File: config.mk
export PLATFORM = sky130hd
export DESIGN_NAME = gmii_preamble_stripper
export DESIGN_NICKNAME = d
export VERILOG_FILES = /design/src/rtl/gmii_preamble_stripper_pkg.sv /design/src/rtl/gmii_hold_buffer.sv /design/src/rtl/gmii_preamble_stripper.sv
export SDC_FILE = /design/constraint.sdc
export NUM_CORES = 1
export LEC_CHECK = 0
export ABC_AREA = 1
export ABC_CLOCK_PERIOD_IN_PS = 1700
export CAP_MARGIN = 20
export CORE_ASPECT_RATIO = 1.75
export CORE_MARGIN = 2
export CORE_UTILIZATION = 28
export DETAILED_ROUTE_END_ITERATION = 10
export PLACE_DENSITY_LB_ADDON = 0.05
export SYNTH_ARGS = -nofsm -noshare
export SYNTH_HDL_FRONTEND = slang
export SYNTH_SLANG_ARGS = --single-unit
export TNS_END_PERCENT = 10
File: constraint.sdc
create_clock -name clk -period 1.7 [get_ports clk]
set_input_delay 0.34 -clock clk [delete_from_list [all_inputs] [get_ports clk]]
set_output_delay 0.34 -clock clk [all_outputs]
set_load 0.01 [all_outputs]
File: src/rtl/gmii_preamble_stripper_pkg.sv
// Shared constants for the GMII capture front end: preamble/SFD bytes, FCS length
// and the stripper FSM state encoding.
package gmii_preamble_stripper_pkg;

    typedef logic [7:0] byte_t;

    localparam byte_t GMII_PREAMBLE = 8'h55;
    localparam byte_t GMII_SFD      = 8'hD5;
    localparam int    FCS_LEN       = 4;

    localparam logic [1:0] ST_IDLE     = 2'd0;
    localparam logic [1:0] ST_PREAMBLE = 2'd1;
    localparam logic [1:0] ST_PAYLOAD  = 2'd2;
    localparam logic [1:0] ST_DROP     = 2'd3;

endpackage

File: src/rtl/gmii_hold_buffer.sv
// Byte shift register with per-entry valid bits; exposes the oldest entry so the
// caller can delay payload by DEPTH bytes and discard whatever is left on flush.
module gmii_hold_buffer
    import gmii_preamble_stripper_pkg::*;
#(
    parameter int DEPTH = 1
) (
    input  logic  clk,
    input  logic  rst,
    input  logic  push_i,
    input  logic  flush_i,
    input  byte_t data_i,
    output byte_t oldest_data_o,
    output logic  oldest_valid_o
);

    byte_t            data_q [DEPTH];
    logic [DEPTH-1:0] valid_q;

    always_ff @(posedge clk) begin
        if (rst || flush_i) begin
            valid_q <= '0;
        end else if (push_i) begin
            valid_q[0] <= 1'b1;
            for (int i = 1; i < DEPTH; i++) begin
                valid_q[i] <= valid_q[i-1];
            end
        end
    end

    // Data needs no reset: it is only observed through the valid bits.
    always_ff @(posedge clk) begin
        if (push_i) begin
            data_q[0] <= data_i;
            for (int i = 1; i < DEPTH; i++) begin
                data_q[i] <= data_q[i-1];
            end
        end
    end

    assign oldest_data_o  = data_q[DEPTH-1];
    assign oldest_valid_o = valid_q[DEPTH-1];

endmodule

File: src/rtl/gmii_preamble_stripper.sv
// Validates GMII preamble/SFD, strips it and emits a byte AXI-Stream with SFD timestamp.
// Define GMII_STRIP_FCS_EN to hold five bytes and drop the trailing FCS.
module gmii_preamble_stripper
    import gmii_preamble_stripper_pkg::*;
#(
    parameter int TS_WIDTH     = 64,
    parameter int CNT_WIDTH    = 32,
    parameter int PREAMBLE_MIN = 1
) (
    input  logic                 clk,
    input  logic                 rst,
    input  logic [7:0]           gmii_rxd,
    input  logic                 gmii_rx_dv,
    input  logic                 gmii_rx_er,
    input  logic [TS_WIDTH-1:0]  ts_in,
    output logic [7:0]           m_axis_tdata,
    output logic                 m_axis_tvalid,
    output logic                 m_axis_tlast,
    output logic                 m_axis_tuser,
    output logic [TS_WIDTH-1:0]  m_axis_ts,
    output logic                 m_axis_ts_valid,
    output logic [CNT_WIDTH-1:0] frame_count,
    output logic [CNT_WIDTH-1:0] error_count
);

`ifdef GMII_STRIP_FCS_EN
    localparam int HOLD_DEPTH = FCS_LEN + 1;
`else
    localparam int HOLD_DEPTH = 1;
`endif

    localparam logic [CNT_WIDTH-1:0] CNT_ONE = 1;

    logic [1:0]           state_q, state_d;
    logic [2:0]           pre_cnt_q, pre_cnt_d;
    logic                 err_q, err_d;
    logic                 first_q, first_d;
    logic                 after_rst_q;
    logic [TS_WIDTH-1:0]  ts_q, ts_d;
    logic [CNT_WIDTH-1:0] frame_cnt_q, frame_cnt_d;
    logic [CNT_WIDTH-1:0] error_cnt_q, error_cnt_d;

    logic  hold_push, hold_flush, hold_valid;
    byte_t hold_data;
    logic  emit, emit_last, count_frame, count_error;

    gmii_hold_buffer #(
        .DEPTH(HOLD_DEPTH)
    ) u_hold (
        .clk           (clk),
        .rst           (rst),
        .push_i        (hold_push),
        .flush_i       (hold_flush),
        .data_i        (gmii_rxd),
        .oldest_data_o (hold_data),
        .oldest_valid_o(hold_valid)
    );

    always_comb begin
        state_d     = state_q;
        pre_cnt_d   = pre_cnt_q;
        err_d       = err_q;
        first_d     = first_q;
        ts_d        = ts_q;
        hold_push   = 1'b0;
        hold_flush  = 1'b0;
        emit        = 1'b0;
        emit_last   = 1'b0;
        count_frame = 1'b0;
        count_error = 1'b0;
        case (state_q)
            ST_IDLE: begin
                // The first byte seen after reset may be mid-frame; drop it silently.
                if (gmii_rx_dv) begin
                    if (after_rst_q) begin
                        state_d = ST_DROP;
                    end else if (gmii_rxd == GMII_PREAMBLE) begin
                        state_d   = ST_PREAMBLE;
                        pre_cnt_d = 3'd1;
                    end else begin
                        state_d     = ST_DROP;
                        count_error = 1'b1;
                    end
                end
            end
            ST_PREAMBLE: begin
                if (!gmii_rx_dv) begin
                    state_d     = ST_IDLE;
                    count_error = 1'b1;
                end else if (gmii_rx_er) begin
                    state_d     = ST_DROP;
                    count_error = 1'b1;
                end else if (gmii_rxd == GMII_PREAMBLE) begin
                    if (pre_cnt_q != 3'd7) begin
                        pre_cnt_d = pre_cnt_q + 3'd1;
                    end
                end else if (gmii_rxd == GMII_SFD && int'(pre_cnt_q) >= PREAMBLE_MIN) begin
                    state_d = ST_PAYLOAD;
                    ts_d    = ts_in;
                    err_d   = 1'b0;
                    first_d = 1'b1;
                end else begin
                    state_d     = ST_DROP;
                    count_error = 1'b1;
                end
            end
            ST_PAYLOAD: begin
                // A byte leaves the buffer only once it is full; on dv fall the rest is FCS.
                if (gmii_rx_dv) begin
                    hold_push = 1'b1;
                    emit      = hold_valid;
                    if (gmii_rx_er) begin
                        err_d = 1'b1;
                    end
                end else begin
                    hold_flush = 1'b1;
                    state_d    = ST_IDLE;
                    if (hold_valid) begin
                        emit      = 1'b1;
                        emit_last = 1'b1;
                        if (err_q) begin
                            count_error = 1'b1;
                        end else begin
                            count_frame = 1'b1;
                        end
                    end else begin
                        count_error = 1'b1;
                    end
                end
            end
            ST_DROP: begin
                if (!gmii_rx_dv) begin
                    state_d = ST_IDLE;
                end
            end
            default: state_d = ST_IDLE;
        endcase
        if (emit) begin
            first_d = 1'b0;
        end
        frame_cnt_d = count_frame ? frame_cnt_q + CNT_ONE : frame_cnt_q;
        error_cnt_d = count_error ? error_cnt_q + CNT_ONE : error_cnt_q;
    end

    always_ff @(posedge clk) begin
        if (rst) begin
            state_q     <= ST_IDLE;
            pre_cnt_q   <= '0;
            err_q       <= 1'b0;
            first_q     <= 1'b0;
            after_rst_q <= 1'b1;
            ts_q        <= '0;
            frame_cnt_q <= '0;
            error_cnt_q <= '0;
        end else begin
            state_q     <= state_d;
            pre_cnt_q   <= pre_cnt_d;
            err_q       <= err_d;
            first_q     <= first_d;
            after_rst_q <= 1'b0;
            ts_q        <= ts_d;
            frame_cnt_q <= frame_cnt_d;
            error_cnt_q <= error_cnt_d;
        end
    end

    // Outputs follow the current GMII cycle; reset forces them quiet immediately.
    assign m_axis_tvalid   = emit & ~rst;
    assign m_axis_tdata    = m_axis_tvalid ? hold_data : 8'h00;
    assign m_axis_tlast    = emit_last & ~rst;
    assign m_axis_tuser    = m_axis_tlast & err_q;
    assign m_axis_ts_valid = m_axis_tvalid & first_q;
    assign m_axis_ts       = ts_q;
    assign frame_count     = frame_cnt_q;
    assign error_count     = error_cnt_q;

endmodule

==> run_results.csv <==
group,metric,value,unit
run_status,outcome,"finished, violations left",
run_status,violations,"negative setup slack",
timing,final_max_slew_viol_count,0,
clock_tree,clk_pin_slew_worst_paths,60,ps
grt,grt_start_max_net_pins,84,
routing,viasPerCell,4.54,
timing,timing.fmax,539,MHz
synthesis,syn-instance-count,1047,
grt,grt_pass1_wl,39.3,mm
synthesis,synth_warnings,0,
run,max-cap-violations,0,
floorplanning,fp.dieW,124,um
finish,syn2layout_area_growth,60.3,%
worst_setup_path,arrival,1520,ps
worst_setup_path,cp_slowest_cell,"dfxtp_2",
placement,place_congestion,0.870,
worst_setup_path,cp_max_fo,6,
timing,setup_ws,-155,ps
synthesis,synthAdderAreaFrac,0.890,%
finish,design_area,11300,um2
routing,wire_per_inst,15.1,um
floorplanning,num_rows,76,
timing,fin_worst_skew,9.14,ps
placement,portBuffers,215,
routing,drc,0,
synthesis,yosys.area_share.simple,36.8,%
clock_tree,clockBufferDepth,2,
worst_setup_path,critPathCaptureType,"output pin",
synthesis,synth_xor_area_share,2.62,%
routing,drtPass1Iterations,4,
worst_setup_path,path_cells,"inv_2 -> nor2_4 -> inv_2 -> nor2_4 -> nand2_4 -> buf_8 -> nor3_4 -> buf_2",
grt,grt_pass1_vias,7803,
power,powerDensity,815,nW/um2
placement,dpl.hpwl,18.6,mm
routing,ant_nets,0,
floorplanning,die_h,214,um
floorplanning,start_util,28.6,%
power,leakage,5.45,nW
timing,finalCritPeriodShare,109,%
worst_setup_path,worstPathRequired,1360,ps
grt,track_usage,19.3,%
floorplanning,num_io_pins,216,
synthesis,synth_edf_count,8,
placement,dp.cells,1636,
synthesis,ys_ff_latch,145,
floorplanning,core,24600,um2
synthesis,synth_compound_area_share,10.1,%
floorplanning,die-area,26400,um2
synthesis,synth_ff_type,"dfxtp_1",
synthesis,async_reset_ff_share,0,%
synthesis,netlist_area,7030,um2
grt,gr-total-overflow,0,
timing,tightest_slew,839,ps
power,power,9.19,mW
clock_tree,htree_levels,4,
power,ir_drop,0.000612,V
clock_tree,clock-root-buffer,"clkbuf_16",
routing,first_iter_violations,259,
synthesis,yosysSeqAreaShare,42.4,%
routing,totalWireLength,25.3,mm
routing,via_count,7626,
timing,hold_violations,0,
finish,nets,1434,
clock_tree,clock_latency,430,ps
worst_setup_path,crit_path_start_kind,"flip-flop",
worst_setup_path,slowest_delay,330,ps
worst_setup_path,path_delay_family,"buffers and inverters",
hold_path,hold_path.class,"in -> reg",
timing,fin_crit,1860,ps
worst_setup_path,critPathBufInv,4,
timing,fin_worst_hold_slack,132,ps
timing,setup_viol,12,
timing,relSlewSlack,44.1,%
timing,rsz0062_at_grt,"yes",
synthesis,syn_avg_cell_area,6.72,um2
finish,drive_gt1_share,19.7,%
finish,fin_cells,1679,
worst_setup_path,worstSetupPathType,"reg -> out",
clock_tree,clock_sinks,145,
clock_tree,tritoncts,"yes",
placement,place_area,10300,um2
synthesis,synth_mux_area_share,0,%
synthesis,synthDistinctLibCells,33,
synthesis,syn_nets,1128,
clock_tree,cts_buffers,17,
grt,antenna_found_initial,1,
synthesis,synth_top_family_by_area,"simple AND/OR/NAND/NOR gates",
==> cells by family after synthesis <==
logic type	Yosys count
simple gates	622
flops	145
fa+ha+maj	5
buf+inv	114
compound gates	140
xor+xnor	21
==> final cells by class <==
class | instances | area, um2
flip-flops and latches | 145 | 3030
well taps | 312 | 390
clock inverters | 13 | 149
repair buffers | 329 | 3170
clock buffers | 19 | 454
fillers | 2564 | 13400
inverters | 72 | 270
diodes | 1 | 2.50
multi-input cells | 788 | 3810
==> cells in the final DEF (no fill, tap or decap), types with 4 or more instances in the layout <==
cell type and count:
nor2_2 19, a21oi_1 44, nand4_1 7, dfxtp_2 33
nand3b_1 19, inv_6 4, a21oi_2 13, xor2_1 16
buf_6 6, clkbuf_16 21, nand2_1 250, inv_1 62
o21ai_1 58, nor2_4 11, buf_4 97, nand3_1 47
buf_12 10, edfxtp_1 8, nor3_1 14, nor2_1 231
clkdlybuf4s50_1 98, ha_1 4, o21ai_0 20, dlygate4sd2_1 66
inv_2 10, xnor2_1 5, buf_2 10, dlymetal6s2s_1 38
nand2_2 10, dfxtp_1 103
==> report_power, final <==
part / switching, mW / leakage [nW] / internal [mW] / total, mW
sequential: 0.0425 / 1.19 / 3.50 / 3.54
combinational: 0.915 / 3.97 / 0.827 / 1.74
clock: 1.63 / 0.286 / 2.27 / 3.90
==> cell usage after synthesis, types with 2 or more instances <==
cell type,number,share of area [%]
nor3_2,2,0.28
nand2_1,260,14
nand2_2,3,0.27
nand3_1,50,3.6
buf_2,9,0.64
edfxtp_1,8,3.4
xor2_1,16,2.0
ha_1,5,0.89
clkbuf_1,22,1.2
o21ai_0,20,1.4
a211oi_1,2,0.21
a21oi_1,57,4.1
nor2_1,256,14
inv_1,66,3.5
inv_2,6,0.32
buf_1,2,0.11
a31oi_1,2,0.18
nor3_1,15,1.1
dfxtp_1,137,39
o21ai_1,58,4.1
nand3b_1,19,2.0
xnor2_1,5,0.62
nand4_1,7,0.62
nor2_2,4,0.36
buf_6,8,1.3
==> stage by stage <==
| step | setup TNS, ps | setup WS [ps] | utilization (%) |
|---|---|---|---|
| after CTS | -2480 | -219 | 43.9 |
| after detailed placement | -47460 | -433 | 41.6 |
| after global routing | -3680 | -270 | 45.8 |
| after global placement | -45890 | -417 | 41.6 |
| final | -1390 | -155 | 45.8 |
| after floorplan | 0 | 28.8 | - |
==> worst reg2reg max path, cell delays in order (launching register included) <==
cell	delay, ps
dfxtp_1	360
ha_1	170
inv_1	60
nor2_2	200
nand2_1	210
buf_4	190
xnor2_1	130
nand3_1	90
a21oi_1	150
==> final timing paths <==
kind	endpoint	slack, ps	cells after the start	from
setup / recovery	m_axis_tuser	-160	8	state_q[1]$_SDFFE_PP0P_
hold / removal	u_hold.data_q[0][3]$_DFFE_PP_	130	1	gmii_rxd[3]
setup reg to reg	error_count[8]$_SDFFE_PP0P_	60	8	error_count[1]$_SDFFE_PP0P_
hold reg to reg	frame_count[6]$_SDFFE_PP0P_	490	2	frame_count[6]$_SDFFE_PP0P_
==> state kept, by name (all words and copies together) (netlist names) <==
name / count
after_rst_q: 1
err_q: 1
error_count: 32
first_q: 1
frame_count: 32
m_axis_ts: 64
pre_cnt_q: 3
state_q: 2
u_hold.data_q: 8
u_hold.oldest_valid_o: 1
==> routing by layer <==
metal / share of wire, % / global-route usage (%) / wire [um] / vias up
met3: 5.2 / 5.19 / 1320 / 56
met1: 35 / 18.7 / 8920 / 3438
met5: 0 / 0 / 0 / -
met2: 55 / 36.5 / 13900 / 188
li1: - / - / - / 3944
met4: 4.7 / 10.2 / 1190 / 0
==> timing repair <==
item / CTS / global route
cloned: 1 / 2
hold buffers: 0 / 0
pin swaps: 2 / 12
setup buffers: 3 / 4
endpoints found under the hold margin: 0 / 0
setup endpoints to repair: 111 / 166
gates resized for setup: 152 / 120
No activity file was read; power rests on OpenSTA's default activity.
